--- config.mk ---
export PLATFORM = sky130hd
export DESIGN_NAME = imem_loader_flat
export DESIGN_NICKNAME = d
export VERILOG_FILES = /design/src/rtl/imem_pkg.sv /design/src/rtl/imem_loader_if.sv /design/src/rtl/imem_word_assembler.sv /design/src/rtl/imem_loader.sv /design/src/flat_wrapper.sv
export SDC_FILE = /design/constraint.sdc
export NUM_CORES = 1
export LEC_CHECK = 0
export ABC_AREA = 0
export CAP_MARGIN = 20
export CORE_ASPECT_RATIO = 0.7
export CORE_UTILIZATION = 51
export CTS_BUF_LIST = sky130_fd_sc_hd__clkbuf_4
export CTS_CLUSTER_DIAMETER = 80
export DETAILED_ROUTE_END_ITERATION = 8
export HOLD_SLACK_MARGIN = 0.03
export PLACE_DENSITY = 0.9
export SYNTH_ARGS = -nofsm -noshare
export SYNTH_HDL_FRONTEND = slang
export SYNTH_SLANG_ARGS = --single-unit
--- constraint.sdc ---
create_clock -name clk -period 2.1 [get_ports clk]
set_input_delay 0.525 -clock clk [delete_from_list [all_inputs] [get_ports clk]]
set_output_delay 0.525 -clock clk [all_outputs]
set_load 0.1 [all_outputs]
--- src/rtl/imem_pkg.sv ---
// Shared definitions for the instruction-memory loader and the instruction store.
package imem_pkg;

  typedef enum logic [1:0] {
    IDLE = 2'd0,
    LEN  = 2'd1,
    DATA = 2'd2,
    CSUM = 2'd3
  } state_e;

  localparam int BYTES_PER_WORD = 4;
  localparam int DEFAULT_DEPTH  = 32;
  localparam int DEFAULT_CNT_W  = 8;

  function automatic logic [31:0] word_byte_addr(input logic [31:0] idx);
    return {idx[29:0], 2'b00};
  endfunction

endpackage

--- src/rtl/imem_loader_if.sv ---
// Byte-stream input and instruction-store write port of the loader.
interface imem_loader_if;
  logic [7:0]  rx_data;
  logic        rx_valid;
  logic        rx_ready;
  logic        wr_en;
  logic [31:0] wr_addr;
  logic [31:0] wr_data;

  // master: the loader itself; slave: the host link plus the store
  modport master (
    input  rx_data, rx_valid,
    output rx_ready, wr_en, wr_addr, wr_data
  );
  modport slave (
    output rx_data, rx_valid,
    input  rx_ready, wr_en, wr_addr, wr_data
  );
endinterface

--- src/rtl/imem_word_assembler.sv ---
// Packs accepted bytes MSB-first into a 32-bit word and pulses word_ready_o
// in the cycle after the last byte of each word.
module imem_word_assembler
  import imem_pkg::*;
(
  input  logic        clk,
  input  logic        rst_n,
  input  logic        clear_i,
  input  logic        shift_i,
  input  logic [7:0]  byte_i,
  output logic [31:0] word_o,
  output logic        last_byte_o,
  output logic        word_ready_o
);

  logic [1:0]  cnt_q;
  logic [31:0] word_q;
  logic        word_ready_q;

  assign last_byte_o = shift_i && (cnt_q == 2'(BYTES_PER_WORD - 1));

  always_ff @(posedge clk or negedge rst_n) begin
    if (!rst_n) begin
      cnt_q        <= '0;
      word_q       <= '0;
      word_ready_q <= 1'b0;
    end else begin
      word_ready_q <= last_byte_o;
      if (clear_i) begin
        cnt_q <= '0;
      end else if (shift_i) begin
        cnt_q  <= cnt_q + 2'd1;
        word_q <= {word_q[23:0], byte_i};
      end
    end
  end

  assign word_o       = word_q;
  assign word_ready_o = word_ready_q;

endmodule

--- src/rtl/imem_loader.sv ---
// Instruction-memory loader: length byte, N big-endian words, XOR checksum byte.
//   state | meaning
//   IDLE  | waiting for start, stream not accepted
//   LEN   | expecting word-count byte
//   DATA  | receiving instruction bytes, writing each completed word
//   CSUM  | expecting checksum byte
module imem_loader
  import imem_pkg::*;
#(
  parameter int DEPTH = DEFAULT_DEPTH,
  parameter int CNT_W = DEFAULT_CNT_W
) (
  input  logic          clk,
  input  logic          rst_n,
  input  logic          start,
  output logic          busy,
  output logic          cpu_hold,
  output logic          done,
  output logic          error,
  imem_loader_if.master bus
);

  localparam logic [CNT_W-1:0] DEPTH_C = CNT_W'(DEPTH);

  state_e           state_q, state_d;
  logic [CNT_W-1:0] n_q, idx_q;
  logic [7:0]       csum_q;
  logic [31:0]      wr_addr_q;
  logic             rx_ready_q, rx_ready_d;
  logic             busy_q, busy_d;
  logic             done_q, done_d;
  logic             error_q, error_d;

  logic             xfer, start_acc, shift_en, last_byte, len_bad, last_word;
  logic [CNT_W-1:0] len_val;

  assign xfer      = bus.rx_valid && rx_ready_q;
  assign start_acc = start && (state_q == IDLE);
  assign shift_en  = xfer && (state_q == DATA);
  assign len_val   = CNT_W'(bus.rx_data);
  assign len_bad   = (len_val == '0) || (len_val > DEPTH_C);
  assign last_word = last_byte && (idx_q == n_q - CNT_W'(1));

  imem_word_assembler u_asm (
    .clk          (clk),
    .rst_n        (rst_n),
    .clear_i      (start_acc),
    .shift_i      (shift_en),
    .byte_i       (bus.rx_data),
    .word_o       (bus.wr_data),
    .last_byte_o  (last_byte),
    .word_ready_o (bus.wr_en)
  );

  always_ff @(posedge clk or negedge rst_n) begin
    if (!rst_n) state_q <= IDLE;
    else        state_q <= state_d;
  end

  always_comb begin
    state_d = state_q;
    case (state_q)
      IDLE: if (start)        state_d = LEN;
      LEN:  if (xfer)         state_d = len_bad ? IDLE : DATA;
      DATA: if (last_word)    state_d = CSUM;
      CSUM: if (xfer)         state_d = IDLE;
      default:                state_d = IDLE;
    endcase
  end

  // Status flags are computed from the upcoming state so they land with it.
  always_comb begin
    busy_d     = (state_d != IDLE);
    rx_ready_d = (state_d != IDLE);
    done_d     = done_q;
    error_d    = error_q;
    if (start_acc) begin
      done_d  = 1'b0;
      error_d = 1'b0;
    end else if (xfer && (state_q == LEN) && len_bad) begin
      error_d = 1'b1;
    end else if (xfer && (state_q == CSUM)) begin
      done_d  = (bus.rx_data == csum_q);
      error_d = (bus.rx_data != csum_q);
    end
  end

  always_ff @(posedge clk or negedge rst_n) begin
    if (!rst_n) begin
      rx_ready_q <= 1'b0;
      busy_q     <= 1'b0;
      done_q     <= 1'b0;
      error_q    <= 1'b0;
    end else begin
      rx_ready_q <= rx_ready_d;
      busy_q     <= busy_d;
      done_q     <= done_d;
      error_q    <= error_d;
    end
  end

  always_ff @(posedge clk or negedge rst_n) begin
    if (!rst_n) begin
      n_q       <= '0;
      idx_q     <= '0;
      csum_q    <= '0;
      wr_addr_q <= '0;
    end else if (start_acc) begin
      idx_q  <= '0;
      csum_q <= '0;
    end else begin
      if (xfer && (state_q == LEN) && !len_bad) n_q <= len_val;
      if (shift_en) csum_q <= csum_q ^ bus.rx_data;
      if (last_byte) begin
        wr_addr_q <= word_byte_addr(32'(idx_q));
        idx_q     <= idx_q + CNT_W'(1);
      end
    end
  end

  assign bus.rx_ready = rx_ready_q;
  assign bus.wr_addr  = wr_addr_q;
  assign busy         = busy_q;
  assign cpu_hold     = busy_q;
  assign done         = done_q;
  assign error        = error_q;

endmodule

--- src/flat_wrapper.sv ---
// flat-port wrapper written by rule: the top's interface ports become plain ports
module imem_loader_flat import imem_pkg::*;
#(
  parameter int DEPTH = DEFAULT_DEPTH,
  parameter int CNT_W = DEFAULT_CNT_W
)
  (clk, rst_n, start, busy, cpu_hold, done, error, bus_rx_data, bus_rx_valid, bus_rx_ready, bus_wr_en, bus_wr_addr, bus_wr_data);
  imem_loader_if bus_i ();
  input  logic clk;
  input  logic rst_n;
  input  logic start;
  output logic busy;
  output logic cpu_hold;
  output logic done;
  output logic error;
  input wire logic [$bits(bus_i.rx_data)-1:0] bus_rx_data;
  input wire logic [$bits(bus_i.rx_valid)-1:0] bus_rx_valid;
  output wire logic [$bits(bus_i.rx_ready)-1:0] bus_rx_ready;
  output wire logic [$bits(bus_i.wr_en)-1:0] bus_wr_en;
  output wire logic [$bits(bus_i.wr_addr)-1:0] bus_wr_addr;
  output wire logic [$bits(bus_i.wr_data)-1:0] bus_wr_data;
  assign bus_i.rx_data = bus_rx_data;
  assign bus_i.rx_valid = bus_rx_valid;
  assign bus_rx_ready = bus_i.rx_ready;
  assign bus_wr_en = bus_i.wr_en;
  assign bus_wr_addr = bus_i.wr_addr;
  assign bus_wr_data = bus_i.wr_data;
  imem_loader #(.DEPTH(DEPTH), .CNT_W(CNT_W)) u_core (.clk(clk), .rst_n(rst_n), .start(start), .busy(busy), .cpu_hold(cpu_hold), .done(done), .error(error), .bus(bus_i));
endmodule
==> reports/qor.yml <==
setup_path:
  cp.required_ns: 2.42
  crit_path_end: "u_core.n_q[4]"
  worstPathArrival_ns: 2.39
  end_kind: "flop"
  worstSetupStartpoint: "bus_rx_data[2]"
  worstReg2RegEnd: "u_core.state_q[0]"
  cp_max_fo: 8
  rr_worst_depth: 7
  r2r_slack_ns: 0.11
  r2r-start: "u_core.n_q[1]"
  startpoint_type: "input port"
  path_class: "in2reg"
pwr:
  clockPowerShare_pct: 17.4
  peakVddDrop_mv: 1.26
  leakagePower_nw: 2.22
  seq_power_share_pct: 32.4
  netSwitchingFraction_pct: 51.8
  switchingPower_mw: 3.30
  combPwrFrac_pct: 50.2
  powerDensity_mw_per_mm2: 1520
  internal-power_mw: 3.07
floorplanning:
  die_area_mm2: 0.00696
  num_rows: 24
  die_w_um: 99.3
  initial_core_util_pct: 53.6
  io-pin-count: 82
  core-area_mm2: 0.00631
  fp.dieH_um: 70.1
detailed_routing:
  wirelength_mm: 7.50
  wl_per_cell_um: 14.3
  vias: 2754
  firstDrtPassIters: 6
  drtIter0Drc: 403
  drtAntennaViolNets: 0
  drc_errors: 0
  viasPerCell: 5.24
yosys:
  synthMuxAreaShare_pct: 2.30
  yosys.area_share.xor_xnor_pct: 5.18
  yosys.area_share.simple_pct: 24.2
  syn_avg_cell_area_um2: 9.16
  synth_cell_type_count: 38
  yosysWarningCount: 0
  synthAdderAreaFrac_pct: 1.11
  netlist_area_mm2: 0.00338
  yosysTopAreaCell: "dfrtp_1"
  synthFlopType: "dfrtp_1"
  synthCells: 369
  synth_top_family_by_area: "simple AND/OR/NAND/NOR gates"
  synth_top_area_share_pct: 53.3
  synthTopCellsByArea: "dfrtp_1, nand2_1, buf_4"
  async_reset_ff_share_pct: 100
  synth-edff-count: 0
  synth_seq_cells: 72
  synth-compound-area-share_pct: 6.00
  yosysSeqAreaShare_pct: 53.3
placement:
  io_buffers: 57
  place_ws_ns: -0.511
  dp_cells: 510
  place_area_mm2: 0.00400
  place.gp.congestion: 0.800
  dp.final_hpwl_mm: 5.17
status:
  outcome: "finished, final reports clean"
timing:
  setup-tns-final_ns: 0
  worst_pin_slew_ns: 0.733
  fin_ws_ns: 0.0307
  setup_viol: 0
  post-route-period-util_pct: 98.5
  fin_crit_ns: 2.07
  rsz0062_at_grt: "false"
  fmax_ghz: 0.483
  maxSlewHeadroom_pct: 50.9
  maxSlewViolCount: 0
  fin_skew_ns: 0.0245
  hold_violations: 0
layout:
  layout.cells.non_filler: 526
  diodes: 0
  fin_nets: 458
  post-route-cell-area_mm2: 0.00419
  areaGrowthSynthToFinish_pct: 24.0
  drive_gt1_share_pct: 21.9
clocking:
  cts_tree: "yes"
  cts_hold_buf: 0
  ctsResizeCount: 3
  htree_levels: 3
  clock_tree.buffer_depth: 2
  clockRootBuffer: "clkbuf_4"
  worstSkewPairLatency_ns: 0.44
  post_cts_buffers: 0
  cts.sink_count: 72
  path_clk_slew_ns: 0.11
  cts_buffers: 9
global_routing:
  antenna_found_initial: 0
  grt_pass1_vias: 2617
  grt_max_degree: 73
  grt_pass1_wl_mm: 12.5
  grt_usage_pct: 23.2
  globalRouteOverflowTotal: 0
run:
  drv_cap: 0
min_path:
  hp-class: "in2async"
critical path: stages:
cell and delay [ns]:
clkdlybuf4s50_1 0.42, or4_4 0.56, or3_4 0.36, nand4_4 0.17
mux2_2 0.36
power groups by stage:
| stage | Clock [mW] | Combinational (mW) | Sequential (mW) |
|---|---|---|---|
| 6_report | 1.11 | 3.20 | 2.06 |
| 5_1_grt | 1.18 | 3.32 | 2.10 |
| 4_1_cts | 1.13 | 3.20 | 2.05 |
| 3_5_place_dp | 0 | 3.18 | 2.07 |
| 3_3_place_gp | 0 | 3.13 | 2.04 |
| 2_1_floorplan | 0 | 1.06 | 3.44 |
cell families after synthesis:
family	Yosys count
xor+xnor	20
flops	72
simple gates	187
buf+inv	43
other cells	1
fa+ha+maj	3
compound gates	36
mux	7
routing by layer:
metal	up-vias	part of all wire [%]	track usage, %
met5	-	0	0
met4	0	1.6	7.84
met3	17	6.2	6.91
met2	120	49	35.9
met1	1320	44	31.5
li1	1297	-	-
layout make-up:
cell class	instances	area, um^2
tap	78	97.6
multi-input combinational	277	1410
clock inverter	7	119
clock buffer	9	67.6
fill	455	2110
inverter	4	15.0
timing repair buffer	79	677
sequential	72	1800
registers in the layout, summed over array words and instances (netlist names):
register,cells
u_core.state_q,2
u_core.csum_q,8
u_core.error,1
u_core.bus.wr_addr,8
u_core.done,1
u_core.bus.rx_ready,1
u_core.u_asm.word_o,32
u_core.u_asm.word_ready_o,1
u_core.idx_q,8
u_core.u_asm.cnt_q,2
u_core.n_q,8
synthesized netlist by cell type (all sizes together), types with 2 or more instances:
cell    count
a21oi       9
and2        2
buf        29
clkbuf     10
dfrtp      72
ha          3
inv         4
mux2        6
nand2     135
nand2b      4
nand3       4
nand3b      2
nand4       4
nand4b      2
nor2       18
nor3        5
nor3b       2
nor4        3
o21ai      21
or3         3
xnor2      15
xor2        5
how the worst min path moves through the flow:
stage / start / endpoint / slack [ns] / cells past startpoint
6_report: rst_n / u_core.bus.wr_addr[6] / 0.1 / 2
5_1_grt: rst_n / u_core.bus.wr_addr[7] / 0.11 / 2
4_1_cts: rst_n / u_core.csum_q[5] / 0.11 / 2
3_5_place_dp: u_core.bus.wr_addr[3] / u_core.bus.wr_addr[3] / 0.46 / 2
3_3_place_gp: u_core.bus.wr_addr[2] / u_core.bus.wr_addr[2] / 0.46 / 2
2_1_floorplan: rst_n / u_core.bus.rx_ready / 0.23 / 0
cells in the final DEF, fill, tap and decap left out, types with 2 or more instances in the layout:
master	n
a21oi_1	9
and2_2	2
buf_12	5
buf_4	63
bufinv_16	3
clkbuf_4	9
clkdlybuf4s50_1	9
conb_1	24
dfrtp_1	71
ha_1	3
inv_1	4
mux2_2	6
nand2_1	135
nand2b_1	4
nand3_1	4
nand3b_1	2
nand4_1	3
nand4b_1	2
nor2_1	18
nor3_1	5
nor4_1	3
o21ai_0	20
or3_1	2
xnor2_1	15
xor2_1	5
per-stage QoR:
| step | hold slack (ns) | utilization, % | total power, mW |
|---|---|---|---|
| 2_1_floorplan | 0.229 | - | 4.50 |
| 3_3_place_gp | 0.459 | 63.4 | 5.17 |
| 3_5_place_dp | 0.462 | 63.4 | 5.25 |
| 4_1_cts | 0.109 | 66.5 | 6.38 |
| 5_1_grt | 0.106 | 66.5 | 6.61 |
| 6_report | 0.0966 | 66.5 | 6.38 |
Note: power is estimated with default switching activity, not from simulation.
